$ cat config.mk
export PLATFORM = sky130hd
export DESIGN_NAME = life_ctrl
export DESIGN_NICKNAME = d
export VERILOG_FILES = /design/src/rtl/life_pkg.sv /design/src/rtl/life_rate_div.sv /design/src/rtl/life_ctrl.sv
export SDC_FILE = /design/constraint.sdc
export NUM_CORES = 1
export LEC_CHECK = 0
export CAP_MARGIN = 20
export CORE_AREA = 3 3 55 57
export CTS_BUF_LIST = sky130_fd_sc_hd__clkbuf_2 sky130_fd_sc_hd__clkbuf_4 sky130_fd_sc_hd__clkbuf_8
export DETAILED_ROUTE_END_ITERATION = 6
export DIE_AREA = 0 0 58 60
export PLACE_DENSITY = 0.94
export RECOVER_POWER = 100
export SYNTH_ARGS = -nofsm -noshare
export SYNTH_HDL_FRONTEND = slang
export SYNTH_SLANG_ARGS = --single-unit
$ cat constraint.sdc
create_clock -name clk -period 3.45 [get_ports clk]
set_clock_uncertainty 0.1 [all_clocks]
set_input_delay 1.035 -clock clk [delete_from_list [all_inputs] [get_ports clk]]
set_output_delay 1.035 -clock clk [all_outputs]
set_load 0.05 [all_outputs]
$ cat src/rtl/life_pkg.sv
// Shared types and grid constants for the Game of Life generation sequencer.
package life_pkg;

  localparam int GRID_CELLS = 64;
  localparam int IDX_W      = 6;
  localparam int XY_W       = 7;

  localparam logic [IDX_W-1:0] IDX_LAST = IDX_W'(GRID_CELLS - 1);

  typedef enum logic [2:0] {
    IDLE,
    LDX,
    LDY,
    TOGGLE,
    CALC,
    COMMIT,
    DRAW,
    FLUSH
  } life_state_t;

  function automatic logic is_sweep(input life_state_t s);
    return (s == CALC) || (s == COMMIT) || (s == DRAW);
  endfunction

endpackage

$ cat src/rtl/life_rate_div.sv
// Auto-run rate divider: one-cycle tick every GEN_PERIOD cycles while run is high.
module life_rate_div #(
  parameter int GEN_PERIOD = 12_500_000
) (
  input  logic clk,
  input  logic resetN,
  input  logic run,
  output logic tick
);

  localparam int                CNT_W  = $clog2(GEN_PERIOD);
  localparam logic [CNT_W-1:0]  RELOAD = CNT_W'(GEN_PERIOD - 1);

  logic [CNT_W-1:0] r_cnt;

  always_ff @(posedge clk or negedge resetN) begin
    if (!resetN) begin
      r_cnt <= RELOAD;
    end else if (!run || (r_cnt == '0)) begin
      r_cnt <= RELOAD;
    end else begin
      r_cnt <= r_cnt - 1'b1;
    end
  end

  assign tick = run && (r_cnt == '0);

endmodule

$ cat src/rtl/life_ctrl.sv
// Generation sequencer driving the Life datapath sweeps and the VGA plot strobe.
// Define LIFE_CTRL_AUTORUN_EN to include the run-driven rate divider.
module life_ctrl
  import life_pkg::*;
#(
  parameter int GEN_PERIOD = 12_500_000
) (
  input  logic            clk,
  input  logic            resetN,
  input  logic            step,
  input  logic            run,
  input  logic            ld_x_key,
  input  logic            ld_y_key,
  input  logic            toggle_key,
  output logic            ld_x,
  output logic            ld_y,
  output logic            update_single,
  output logic            update_temp,
  output logic            update_grid,
  output logic            drw,
  output logic [XY_W-1:0] xy_position,
  output logic            plot,
  output logic            busy,
  output logic [7:0]      gen_count
);

  life_state_t      r_state, w_next_state;
  logic [IDX_W-1:0] r_idx;
  logic             r_pend;
  logic [7:0]       r_gen_cnt;
  logic             w_tick, w_req, w_idx_last;

  logic w_ld_x, w_ld_y, w_single, w_temp, w_grid, w_drw, w_busy, w_sweep;
  logic r_ld_x, r_ld_y, r_single, r_temp, r_grid, r_drw, r_plot, r_busy;
  logic [XY_W-1:0] r_xy;

`ifdef LIFE_CTRL_AUTORUN_EN
  life_rate_div #(
    .GEN_PERIOD (GEN_PERIOD)
  ) u_rate_div (
    .clk    (clk),
    .resetN (resetN),
    .run    (run),
    .tick   (w_tick)
  );
`else
  logic w_unused_cfg;
  assign w_unused_cfg = run & (GEN_PERIOD >= 256);
  assign w_tick       = 1'b0;
`endif

  assign w_req      = step | w_tick;
  assign w_idx_last = (r_idx == IDX_LAST);

  always_ff @(posedge clk or negedge resetN) begin
    if (!resetN) r_state <= IDLE;
    else         r_state <= w_next_state;
  end

  always_comb begin
    w_next_state = r_state;
    case (r_state)
      IDLE: begin
        if (ld_x_key)             w_next_state = LDX;
        else if (ld_y_key)        w_next_state = LDY;
        else if (toggle_key)      w_next_state = TOGGLE;
        else if (w_req || r_pend) w_next_state = CALC;
      end
      LDX, LDY: w_next_state = IDLE;
      TOGGLE:   w_next_state = DRAW;
      CALC:     if (w_idx_last) w_next_state = COMMIT;
      COMMIT:   if (w_idx_last) w_next_state = DRAW;
      DRAW:     if (w_idx_last) w_next_state = FLUSH;
      FLUSH:    w_next_state = IDLE;
      default:  w_next_state = IDLE;
    endcase
  end

  // Requests that cannot start a generation right now collapse into one pending flag.
  always_ff @(posedge clk or negedge resetN) begin
    if (!resetN) begin
      r_idx     <= '0;
      r_pend    <= 1'b0;
      r_gen_cnt <= '0;
    end else begin
      if (w_next_state != r_state) r_idx <= '0;
      else if (is_sweep(r_state))  r_idx <= r_idx + 1'b1;

      if ((r_state == IDLE) && (w_next_state == CALC)) r_pend <= 1'b0;
      else if (w_req)                                  r_pend <= 1'b1;

      if ((r_state == COMMIT) && w_idx_last) r_gen_cnt <= r_gen_cnt + 8'd1;
    end
  end

  always_comb begin
    w_ld_x   = (r_state == LDX);
    w_ld_y   = (r_state == LDY);
    w_single = (r_state == TOGGLE);
    w_temp   = (r_state == CALC);
    w_grid   = (r_state == COMMIT);
    w_drw    = (r_state == DRAW);
    w_busy   = (r_state != IDLE);
    w_sweep  = is_sweep(r_state);
  end

  // Strobes trail the state by one cycle; plot trails drw by one more.
  always_ff @(posedge clk or negedge resetN) begin
    if (!resetN) begin
      r_ld_x   <= 1'b0;
      r_ld_y   <= 1'b0;
      r_single <= 1'b0;
      r_temp   <= 1'b0;
      r_grid   <= 1'b0;
      r_drw    <= 1'b0;
      r_plot   <= 1'b0;
      r_busy   <= 1'b0;
      r_xy     <= '0;
    end else begin
      r_ld_x   <= w_ld_x;
      r_ld_y   <= w_ld_y;
      r_single <= w_single;
      r_temp   <= w_temp;
      r_grid   <= w_grid;
      r_drw    <= w_drw;
      r_plot   <= r_drw;
      r_busy   <= w_busy;
      if (w_sweep) r_xy <= {{(XY_W-IDX_W){1'b0}}, r_idx};
    end
  end

  assign ld_x          = r_ld_x;
  assign ld_y          = r_ld_y;
  assign update_single = r_single;
  assign update_temp   = r_temp;
  assign update_grid   = r_grid;
  assign drw           = r_drw;
  assign plot          = r_plot;
  assign busy          = r_busy;
  assign xy_position   = r_xy;
  assign gen_count     = r_gen_cnt;

endmodule

Yosys cells after proc, flatten, opt, wreduce, memory -nomap -nowiden. Index checks and enable logic that the tools add are counted.

Register bits: 32. Latch bits: 0. RAM bits: 0. ROM bits: 0. Input bits: 7. Logic and storage cells: 47. Memories: 0.

Add/subtract/negate cells: 2. $mul: 0. Div/mod/pow operators: 0. Magnitude comparators: 0. Equality and inequality tests: 10. Shifts and indexed selects: 0. Muxes and demuxes: 12. Bitwise gates (word level): 0. Reduce and logical (&&, ||, !) cells: 10.

Operators with widths (number): $mux 3 (7); $pmux 3 s6 (1); $eq 3x3->1 const B (5); $mux 6 (2); $add 8x1->8 const B (1); $add 6x1->6 const B (1); $eq 3x2->1 const B (2); $eq 6x6->1 const B (1); $reduce_bool 2->1 (2); $eq 3x1->1 const B (1); $logic_not 3->1 (1); $logic_or 1x1->1 (3); $ne 3x3->1 (1); $reduce_bool 3->1 (1); $reduce_or 3->1 (1); $logic_and 1x1->1 (2); $mux 1 (2).

Logic depth before layout (Yosys ltp). Gate-level depths: netlist of run 1.

Depth in word-level cells: 9. Mapped depth: 6. Mapped depth without buffers: 5.

Least setup slack after synthesis of run 1. OpenSTA, ideal clock, no wires.

Kind: input to register. From: input port ld_x_key. To: register r_idx[0]. Arrival time: 1.808 ns. Required time: 3.278 ns. Slack: 1.470 ns. Stages on the path: 4. Path buffers: 0. Cells stage by stage: nor3_2 -> a21oi_1 -> a2111o_1 -> nor2_1.

Longest elaborated chain between the ends: 4. Elaborated cells between the ends (all ways): 5.

Ends and longest elaborated chain: start, declared (line life_ctrl.sv:12) `input logic ld_x_key,`; $mux 3 * (line life_ctrl.sv:64) `if (ld_x_key) w_next_state = LDX;`; $pmux 3 s6 * (line life_ctrl.sv:62) `case (r_state)`; $ne 3x3->1 * (line life_ctrl.sv:86) `if (w_next_state != r_state) r_idx <= '0;`; $mux 6 / $reduce_bool 2->1 (equally long branches); end signal, assigned (line life_ctrl.sv:87) `else if (is_sweep(r_state)) r_idx <= r_idx + 1'b1;`; end, declared (line life_ctrl.sv:28) `logic [IDX_W-1:0] r_idx;`.

Mark *: on every way between the ends. The rest lies on a longest branch, timed or not. A chain may end at the register's enable or synchronous reset.

Worst setup path in the final report of run 1.
From: register r_state[2]. To: register r_idx[4].

Longest elaborated chain between the ends: 7. Elaborated cells between the ends (all ways): 22.

Ends and longest elaborated chain: start, declared (line life_ctrl.sv:27) `life_state_t r_state, w_next_state;`; start signal, assigned (line life_ctrl.sv:57) `else r_state <= w_next_state;`; $mux 3 (line life_ctrl.sv:67) `else if (w_req || r_pend) w_next_state = CALC;`; $mux 3 (line life_ctrl.sv:66) `else if (toggle_key) w_next_state = TOGGLE;`; $mux 3 (line life_ctrl.sv:65) `else if (ld_y_key) w_next_state = LDY;`; $mux 3 (line life_ctrl.sv:64); $pmux 3 s6 (line life_ctrl.sv:62); $ne 3x3->1 (line life_ctrl.sv:86); $mux 6 / $reduce_bool 2->1 (equally long branches).

Several ways; a longest one is shown, not always the timed one.

==> key figures, run 1 <==
CTS
  – Num CTS Buffers: 5
  – CTS hold repair buffers: 0
  – Clock Path Buffers: 2
  – TritonCTS clock tree: built
  – Number of gates resized after cts: 0
  – Clock Sinks: 32
  – Clk_lat worst skew: 0.34 ns
  – CTS root buf: clkbuf_4
  – # Post-CTS Setup Buffers: 0
  – H-tree depth: 2
  – Reg clk slew, reported paths: ~0.09 ns

Timing
  – Fmax: between 0.3 and 0.4 GHz
  – Setup ws final: 0.629 ns
  – Fin crit share: 0.818
  – Measured slew at the worst slew-check pin: 1.77 ns
  – Setup_tns: 0 ns
  – Final setup viols: 0
  – Minimum clock period: 2.82 ns
  – Setup repair after global routing missed its margin: false
  – Max Slew Vio Count: between 40 and 50
  – Worst slew margin: -0.188
  – Final Hold Viols: 0

Drt
  – DRC Markers: 0
  – DR iter-0 viols: 19
  – Routed wire length: 2470 um
  – 1st-pass router iterations: 4
  – Avg WL per Cell: 13.6 um
  – Vias per inst: 5.37
  – Post-route ant nets: 0
  – Total vias in the final route: 972

Setup path
  – Worst Setup End Kind: flop
  – Critical path class: flop to flop
  – Critical path cell sequence: a21boi_0 -> a21oi_1 -> a2111o_1 -> nor2_1
  – CP max-delay cell: a21boi_0
  – Register-to-register setup slack: approximately 0.63 ns
  – WP data arrival: 2.99 ns
  – Crit path max fanout: 14
  – WP data required: 3.62 ns
  – Critical path's top delay family: compound AO/OA/AOI/OAI gates
  – Number of buffer and inverter stages on the critical path: 0
  – CP Launch Type: flop
  – CP max stage delay: approximately 1.4 ns

Floorplan
  – Cell row count: 18
  – DIE AREA: between 3000 and 4000 um^2
  – Chip Height: 60 um
  – Core area: roughly 2500 um^2
  – Initial Util: 0.562
  – Die W: 58 um
  – I/O pin total: 30

GRT
  – Vias in the first global route: 989
  – Initial antenna violation count: 0
  – Total grt overflow: 0
  – Global-route wire length before repair: 4280 um
  – Pin count of the biggest net entering global routing: 33
  – Total GRT Usage: 0.170

Flow run
  – Max-cap violations: 2

Layout
  – Filler cell count: 214
  – Nets: 160
  – Antenna diode count: 0
  – Layout Utilization: 0.680
  – Syn-to-layout area delta: 20.9%
  – Reg area: 801 um^2
  – Fraction of layout cells with a size suffix above 1: 0.0993
  – Multi-input logic area: around 550 um^2

Logic synthesis
  – Cells taking the most area after synthesis: dfrtp_1 (56%), mux2_2 (5.6%), xor2_1 (4.3%), nor2_1 (3.7%), xnor2_1 (3.1%)
  – Post-synthesis sequential area ratio: 0.565
  – Largest area contributor in the netlist: dfrtp_1
  – Synth Flop Type: dfrtp_1
  – EDFF count, synth: 0
  – Synth warnings: 0
  – Cell variety after synth: 35
  – Synthesized net count: 129
  – Flops & latches, synth: 32
  – Synth Instances: 120
  – Post-Syn Area per Cell: roughly 12 um^2
  – Netlist Area Pre-Place: around 1400 um^2
  – Yosys top cell area share: 0.565
  – Async set-reset flop share out of synthesis: 1.00

Placed design
  – Port buffer count: 27
  – Final GP Congestion: 0.793
  – Pre-CTS WS: approximately 0.8 ns
  – Post-DP HPWL: 1800 um

Power and ir drop
  – PwrDens: around 670 nW/um^2
  – Peak supply drop: 0.719 mV
  – Leakage: 0.855 nW
  – Total power draw: 1.14 mW

Run status
  – Failing checks: capacitance limit, slew limit
  – Status: finished with violations

Hold path
  – Worst hold path type: flop to flop
[final timing paths]
check | start | to | cells past startpoint
worst min-delay path | drw$_DFF_PN0_ | plot$_DFF_PN0_ | 0
worst max register to register | r_state[2]$_DFF_PN0_ | r_idx[4]$_DFFE_PN0P_ | 4
worst max-delay path | r_state[2]$_DFF_PN0_ | r_idx[4]$_DFFE_PN0P_ | 4
worst min register to register | drw$_DFF_PN0_ | plot$_DFF_PN0_ | 0
max in group asynchronous | resetN | r_state[2]$_DFF_PN0_ | 2
min in group asynchronous | resetN | plot$_DFF_PN0_ | 2
[Yosys cell counts (2+ instances only)]
| cell type | n |
|---|---|
| dfrtp_1 | 32 |
| nor2_1 | 14 |
| nand2_1 | 10 |
| mux2_2 | 7 |
| xor2_1 | 7 |
| xnor2_1 | 5 |
| nand4_1 | 4 |
| and3_1 | 3 |
| buf_4 | 3 |
| nand2b_1 | 3 |
| nor3_1 | 3 |
| a21oi_1 | 2 |
| and2_1 | 2 |
| ha_1 | 2 |
| nand3_1 | 2 |
| nor2b_1 | 2 |
[stage by stage]
stage	hold WS (ns)	instance area (um^2)	cells
floorplan	0.382	1420	120
global placement	0.259	1710	174
detailed placement	0.279	1710	174
CTS	0.300	1760	181
global route	0.318	1710	181
finish	0.287	1710	181
[registers in the layout (all words and copies together), names as in the netlist]
name and cells:
busy 1, drw 1, gen_count 8, ld_x 1, ld_y 1, plot 1
r_idx 6, r_pend 1, r_state 3, update_grid 1, update_single 1, update_temp 1
xy_position 6
[cells by family after synthesis]
family,synth area share
buffers and inverters,0.0221
muxes,0.0627
adders and majority gates,0.0176
other,0.00265
and+or+nand+nor,0.208
xor gates and xnor gates,0.0741
DFF,0.565
AOI/OAI and AO/OA,0.0477
[placed cells by master, fill, tap and decap left out, drive strengths merged]
cell type and count:
ha 2, o21ba 1, nor2 14, nor4 1, nor3b 1, xor2 7
a2111o 1, mux2 7, dfrtp 32, and4 1, conb 1, or3 2
nand2 10, o22ai 1, inv 1, dlygate4sd3 25, nand4 4, xnor2 5
clkinv 1, and2 2, nand2b 3, nor3 4, nand3 3, mux2i 1
nor2b 2, a31oi 1, and3 3, a21oi 2, clkdlybuf4s50 2, clkbuf 7
and3b 1, o21ai 1, a211oi 1, a21boi 1
[power breakdown]
group	total [mW]	switching [mW]	internal (mW)
clock	0.202	0.119	0.0827
sequential	0.501	0.0588	0.443
combinational	0.440	0.288	0.151
total	1.14	0.467	0.677
[per-layer routing]
metal | global-route usage | up-vias | share of wire
met5 | 0 | - | 0
met4 | 0.109 | 0 | 0.024
met3 | 0.0518 | 5 | 0.056
met2 | 0.269 | 26 | 0.47
met1 | 0.200 | 463 | 0.44
li1 | - | 478 | -
[layout make-up]
cell class | instances | share of cell area
repair buffers | 28 | 0.160
multi-input cells | 83 | 0.320
clock inverters | 1 | 0.00292
inverters | 1 | 0.00219
clock buffers | 6 | 0.0263
flip-flops and latches | 32 | 0.467
well taps | 30 | 0.0219
No activity file was read; power rests on OpenSTA's default activity.
==> run 2, diff against run 1 <==
CORE_AREA = 3 3 57 59   (was 3 3 55 57)
DIE_AREA = 0 0 60 62   (was 0 0 58 60)
PLACE_DENSITY = 0.89   (was 0.94)
clock period = 2.8 ns   (was 3.45 ns; I/O delays follow)
==> key figures, run 2 (synthesis results as in run 1) <==
CTS
  – Number of gates resized after cts: 0 (unchanged)
  – Clk_lat worst skew: 0.33 ns (about the same)
  – CTS root buf: clkbuf_4
  – Clock Sinks: 32 (unchanged)
  – Clock Path Buffers: 2 (unchanged)
  – H-tree depth: 2 (unchanged)
  – Num CTS Buffers: 5 (unchanged)
  – Reg clk slew, reported paths: 0.09 ns (about the same)
  – # Post-CTS Setup Buffers: 0 (unchanged)
  – CTS hold repair buffers: 0 (unchanged)
  – TritonCTS clock tree: built

Layout
  – Commonest cells after routing, fill and taps aside: dfrtp_1 (32), dlygate4sd3_1 (25), nor2_1 (14)
  – Antenna diode count: 0 (unchanged)
  – Fraction of layout cells with a size suffix above 1: 0.112 (+0.0125)
  – Nets: 161 (+0.63%)
  – Layout Utilization: 0.624 (-0.0557)
  – Max reg flops: 8 (unchanged)
  – Syn-to-layout area delta: 21.4%
  – Commonest non-fill, non-tap cell in the layout: dfrtp_1

Hold path
  – Worst hold path type: flop to flop
  – Worst Hold Launch: drw$_DFF_PN0_

Floorplan
  – Chip Height: 62 um (+3.3%)
  – Die W: 60 um (+3.4%)
  – DIE AREA: 3720 um^2 (+6.9%)
  – Core area: 2760 um^2 (+9.3%)
  – Initial Util: 0.514 (-0.0479)
  – I/O pin total: 30 (unchanged)
  – Cell row count: 19 (+1)

Timing
  – Setup_tns: 0 ns (unchanged)
  – Worst slew margin: 0.499 (+0.687)
  – Final setup viols: 0 (unchanged)
  – Measured slew at the worst slew-check pin: 0.752 ns (-1.01 ns)
  – Fin Hold WS: 0.280 ns (-0.00640 ns)
  – Setup repair after global routing missed its margin: false
  – Fin crit share: 0.933
  – Max Slew Vio Count: 0 (-100%)
  – Fmax: 0.383 GHz
  – Minimum clock period: 2.61 ns
  – Final Hold Viols: 0 (unchanged)

Setup path
  – R2r startpoint: r_state[2]$_DFF_PN0_
  – Worst Setup End Kind: primary output
  – CP max stage delay: 0.91 ns (-0.48 ns)
  – Number of buffer and inverter stages on the critical path: 1 (+1)
  – Crit path launch: gen_count[2]$_DFFE_PN0P_
  – CP max-delay cell: dlygate4sd3_1
  – Crit path max fanout: 5 (-9)
  – Critical path's top delay family: buffers and inverters
  – Critical path cell sequence: dlygate4sd3_1
  – Critical path class: flop to primary output
  – WP data required: 1.86 ns (-1.76 ns)
  – CP Launch Type: flop
  – WP data arrival: 1.67 ns (-1.32 ns)

Power and ir drop
  – Reg power frac: 0.437 (-0.002)
  – PwrDens: 817 nW/um^2 (+23%)
  – Power share of the clock group: 0.174 (-0.003)
  – Cell-internal power: 834 uW (+23%)
  – Leakage: 0.858 nW (+0.36%)
  – Switching share of power: 0.406 (-0.00164)
  – Gate power share: 0.389 (+0.004)
  – Net Switching: 571 uW (+22%)
  – Peak supply drop: 0.967 mV (+34%)

Placed design
  – Post-DP HPWL: 1890 um (+5.3%)
  – Final GP Congestion: 0.808 (+2.0%)
  – Port buffer count: 27 (unchanged)

GRT
  – Pin count of the biggest net entering global routing: 33 (unchanged)
  – Initial antenna violation count: 0 (unchanged)
  – Total grt overflow: 0 (unchanged)
  – Global-route wire length before repair: 4350 um (+1.8%)
  – Total GRT Usage: 0.162 (-0.00770)
  – Vias in the first global route: 976 (-1.3%)

Run status
  – Status: completed

Drt
  – Avg WL per Cell: 13.9 um (+1.8%)
  – DRC Markers: 0 (unchanged)
  – Total vias in the final route: 978 (+0.62%)
  – Routed wire length: 2540 um (+3.0%)
  – DR iter-0 viols: 15 (-4)
  – Post-route ant nets: 0 (unchanged)
  – Vias per inst: 5.34 (-0.48%)
  – 1st-pass router iterations: 4 (unchanged)

Flow run
  – Max-cap violations: 0 (-2)
## run 2: power groups by stage
| stage | sequential (mW) | combinational (mW) | clock (mW) |
|---|---|---|---|
| final | 0.614 | 0.546 | 0.245 |
| after global routing | 0.629 | 0.587 | 0.273 |
| after CTS | 0.621 | 0.593 | 0.255 |
| after detailed placement | 0.630 | 0.591 | 0 |
| after global placement | 0.626 | 0.578 | 0 |
| after floorplan | 0.788 | 0.262 | 0 |
## run 2: worst register-to-register path, cell delays in order, from the launching register on
cell,delay [ns]
dfrtp_1,0.49
a21boi_0,0.23
clkbuf_1,0.58
a21oi_1,0.08
a2111o_1,0.51
nor2_1,0.15
## run 2: metal layers
metal,track usage,share of wire,vias up
met5,0,0,-
met4,0.0475,0.010,0
met3,0.0723,0.064,2
met2,0.279,0.50,24
met1,0.182,0.42,479
li1,-,-,473
## run 2: per-stage QoR
stage | total power [mW] | cell area, um^2 | instances | setup WS (ns)
after floorplan | 1.05 | 1420 | 120 | 1.01
after global placement | 1.20 | 1710 | 176 | 0.449
after detailed placement | 1.22 | 1710 | 176 | 0.364
after CTS | 1.47 | 1760 | 183 | 0.227
after global routing | 1.49 | 1720 | 183 | 0.122
final | 1.41 | 1720 | 183 | 0.188
## run 2: layout make-up
type	instances	area, um^2
clock buffers	6	45.0
clock inverters	1	5.00
fillers	259	1040
inverters	1	3.75
multi-input cells	83	548
flip-flops and latches	32	801
well taps	31	38.8
repair buffers	29	279
## run 2: path summary, 6_finish.rpt
path	endpoint	slack (ns)	cells after the start
setup reg to reg	r_idx[5]$_DFFE_PN0P_	0.60	5
hold reg to reg	plot$_DFF_PN0_	0.28	0
max in group asynchronous	r_pend$_DFFE_PN0P_	1.12	2
hold / removal	plot$_DFF_PN0_	0.28	0
min in group asynchronous	gen_count[7]$_DFFE_PN0P_	1.00	2
setup / recovery	gen_count[2]	0.19	1
==> run 3, diff against run 2 <==
CORE_AREA = 2 2 56 58   (was 3 3 57 59)
CTS_CLUSTER_DIAMETER = 60   (was default)
DIE_AREA = 0 0 58 60   (was 0 0 60 62)
SKIP_CTS_REPAIR_TIMING = 1   (was default)
==> key figures, run 3 (synthesis results as in run 1) <==
Run status
  – Status: completed

Timing
  – Final setup viols: 0 (unchanged)
  – Measured slew at the worst slew-check pin: 0.756 ns (+0.00366 ns)
  – Worst slew margin: 0.496 (-0.00244)
  – Minimum clock period: 2.59 ns (-0.0174 ns)
  – Fin crit share: 0.927 (-0.00620)
  – Max Slew Vio Count: 0 (unchanged)
  – Final Hold Viols: 0 (unchanged)
  – Setup repair after global routing missed its margin: false
  – Setup_tns: 0 ns (unchanged)
  – Fmax: 0.385 GHz (+0.67%)

Drt
  – Post-route ant nets: 0 (unchanged)
  – Routed wire length: 2560 um (+0.67%)
  – DR iter-0 viols: 23 (+8)
  – Total vias in the final route: 994 (+1.6%)
  – DRC Markers: 0 (unchanged)
  – 1st-pass router iterations: 4 (unchanged)
  – Vias per inst: 5.37 (+0.54%)
  – Avg WL per Cell: 13.8 um (-0.42%)

Setup path
  – WP data arrival: 1.65 ns (-0.02 ns)
  – Worst Setup End Kind: primary output
  – Crit path max fanout: 5 (unchanged)
  – Critical path class: flop to primary output
  – Register-to-register setup slack: 0.62 ns (+0.02 ns)
  – WP depth: 1 (unchanged)
  – Crit path launch: gen_count[2]$_DFFE_PN0P_
  – End of the critical path: gen_count[2]
  – Number of buffer and inverter stages on the critical path: 1 (unchanged)
  – Worst reg-to-reg path cell count: 5 (unchanged)
  – R2r endpoint: r_idx[3]$_DFFE_PN0P_
  – CP max stage delay: 0.90 ns (about the same)
  – WP data required: 1.86 ns (about the same)
  – Critical path cell sequence: dlygate4sd3_1
  – R2r startpoint: r_state[0]$_DFF_PN0_
  – CP Launch Type: flop
  – Critical path's top delay family: buffers and inverters
  – CP max-delay cell: dlygate4sd3_1

Floorplan
  – Core area: 2900 um^2 (+5.3%)
  – DIE AREA: 3480 um^2 (-6.5%)
  – Cell row count: 20 (+1)
  – Chip Height: 60 um (-3.2%)
  – Initial Util: 0.488 (-0.0257)
  – I/O pin total: 30 (unchanged)
  – Die W: 58 um (-3.3%)

Power and ir drop
  – PwrDens: 816 nW/um^2 (about the same)
  – Cell-internal power: 835 uW (about the same)
  – Net Switching: 572 uW (about the same)
  – Peak supply drop: 0.712 mV (-26%)
  – Gate power share: 0.391 (+0.002)
  – Leakage: 0.858 nW (unchanged)
  – Power share of the clock group: 0.171 (-0.003)
  – Reg power frac: 0.438 (about the same)
  – Switching share of power: 0.407 (about the same)

CTS
  – Clock Path Buffers: 2 (unchanged)
  – TritonCTS clock tree: built
  – H-tree depth: 2 (unchanged)
  – Reg clk slew, reported paths: 0.09 ns (about the same)
  – Clk_lat worst skew: 0.32 ns (about the same)
  – Clock Sinks: 32 (unchanged)
  – Num CTS Buffers: 5 (unchanged)
  – CTS root buf: clkbuf_4

Layout
  – Syn-to-layout area delta: 21.5%
  – Commonest non-fill, non-tap cell in the layout: dfrtp_1
  – Design area: 1720 um^2 (+0.15%)
  – Commonest cells after routing, fill and taps aside: dfrtp_1 (32), dlygate4sd3_1 (25), nor2_1 (14)
  – Nets: 161 (unchanged)
  – Max reg flops: 8 (unchanged)
  – Fraction of layout cells with a size suffix above 1: 0.112 (unchanged)
  – Antenna diode count: 0 (unchanged)

Flow run
  – Max-cap violations: 0 (unchanged)

GRT
  – Total GRT Usage: 0.165 (+0.00299)
  – Global-route wire length before repair: 4280 um (-1.7%)
  – Initial antenna violation count: 0 (unchanged)
  – Vias in the first global route: 1,035 (+6.0%)
  – Pin count of the biggest net entering global routing: 33 (unchanged)
  – Total grt overflow: 0 (unchanged)

Placed design
  – Placed cell area: 1720 um^2 (+0.15%)
  – Final GP Congestion: 0.781 (-3.4%)
  – Port buffer count: 27 (unchanged)
  – Post-DP HPWL: 1910 um (+0.62%)

Hold path
  – Worst hold path type: flop to flop
[run 3: cell counts in the layout (fill, tap and decap cells not counted)]
Identical to the previous run, type by type.
[run 3: worst min path at each step]
stage	slack, ns	cells past startpoint	to	startpoint
4_1_cts	0.28	0	plot$_DFF_PN0_	drw$_DFF_PN0_
5_1_grt	0.29	0	plot$_DFF_PN0_	drw$_DFF_PN0_
3_3_place_gp	0.26	0	plot$_DFF_PN0_	drw$_DFF_PN0_
3_5_place_dp	0.26	0	plot$_DFF_PN0_	drw$_DFF_PN0_
6_report	0.28	0	plot$_DFF_PN0_	drw$_DFF_PN0_
2_1_floorplan	0.38	1	busy$_DFF_PN0_	r_state[0]$_DFF_PN0_
[run 3: stage by stage]
stage / std cells / hold slack (ns) / util / setup slack, ns / power, mW
after floorplan: 120 / 0.382 / - / 1.01 / 1.05
after global placement: 178 / 0.261 / 0.591 / 0.450 / 1.20
after detailed placement: 178 / 0.263 / 0.591 / 0.396 / 1.22
after CTS: 185 / 0.284 / 0.609 / 0.255 / 1.47
after global routing: 185 / 0.292 / 0.594 / 0.150 / 1.49
final: 185 / 0.276 / 0.594 / 0.205 / 1.41
[run 3: area by class of cell]
cell class,instances,area (um^2)
sequential,32,801
timing repair buffer,29,279
fill,263,1180
clock inverter,1,5.00
inverter,1,3.75
clock buffer,6,45.0
multi-input combinational,83,548
tap,33,41.3
[run 3: metal layers]
metal | up-vias | part of all wire | track usage
li1 | 473 | - | -
met5 | - | 0 | 0
met3 | 4 | 0.063 | 0.0628
met2 | 35 | 0.50 | 0.292
met4 | 0 | 0.013 | 0.0664
met1 | 482 | 0.42 | 0.177
[run 3: power groups by stage]
stage	combinational, mW	sequential [mW]	clock, mW
after floorplan	0.262	0.788	0
after global placement	0.576	0.626	0
after detailed placement	0.589	0.635	0
after CTS	0.591	0.625	0.250
after global routing	0.587	0.631	0.276
final	0.550	0.617	0.240
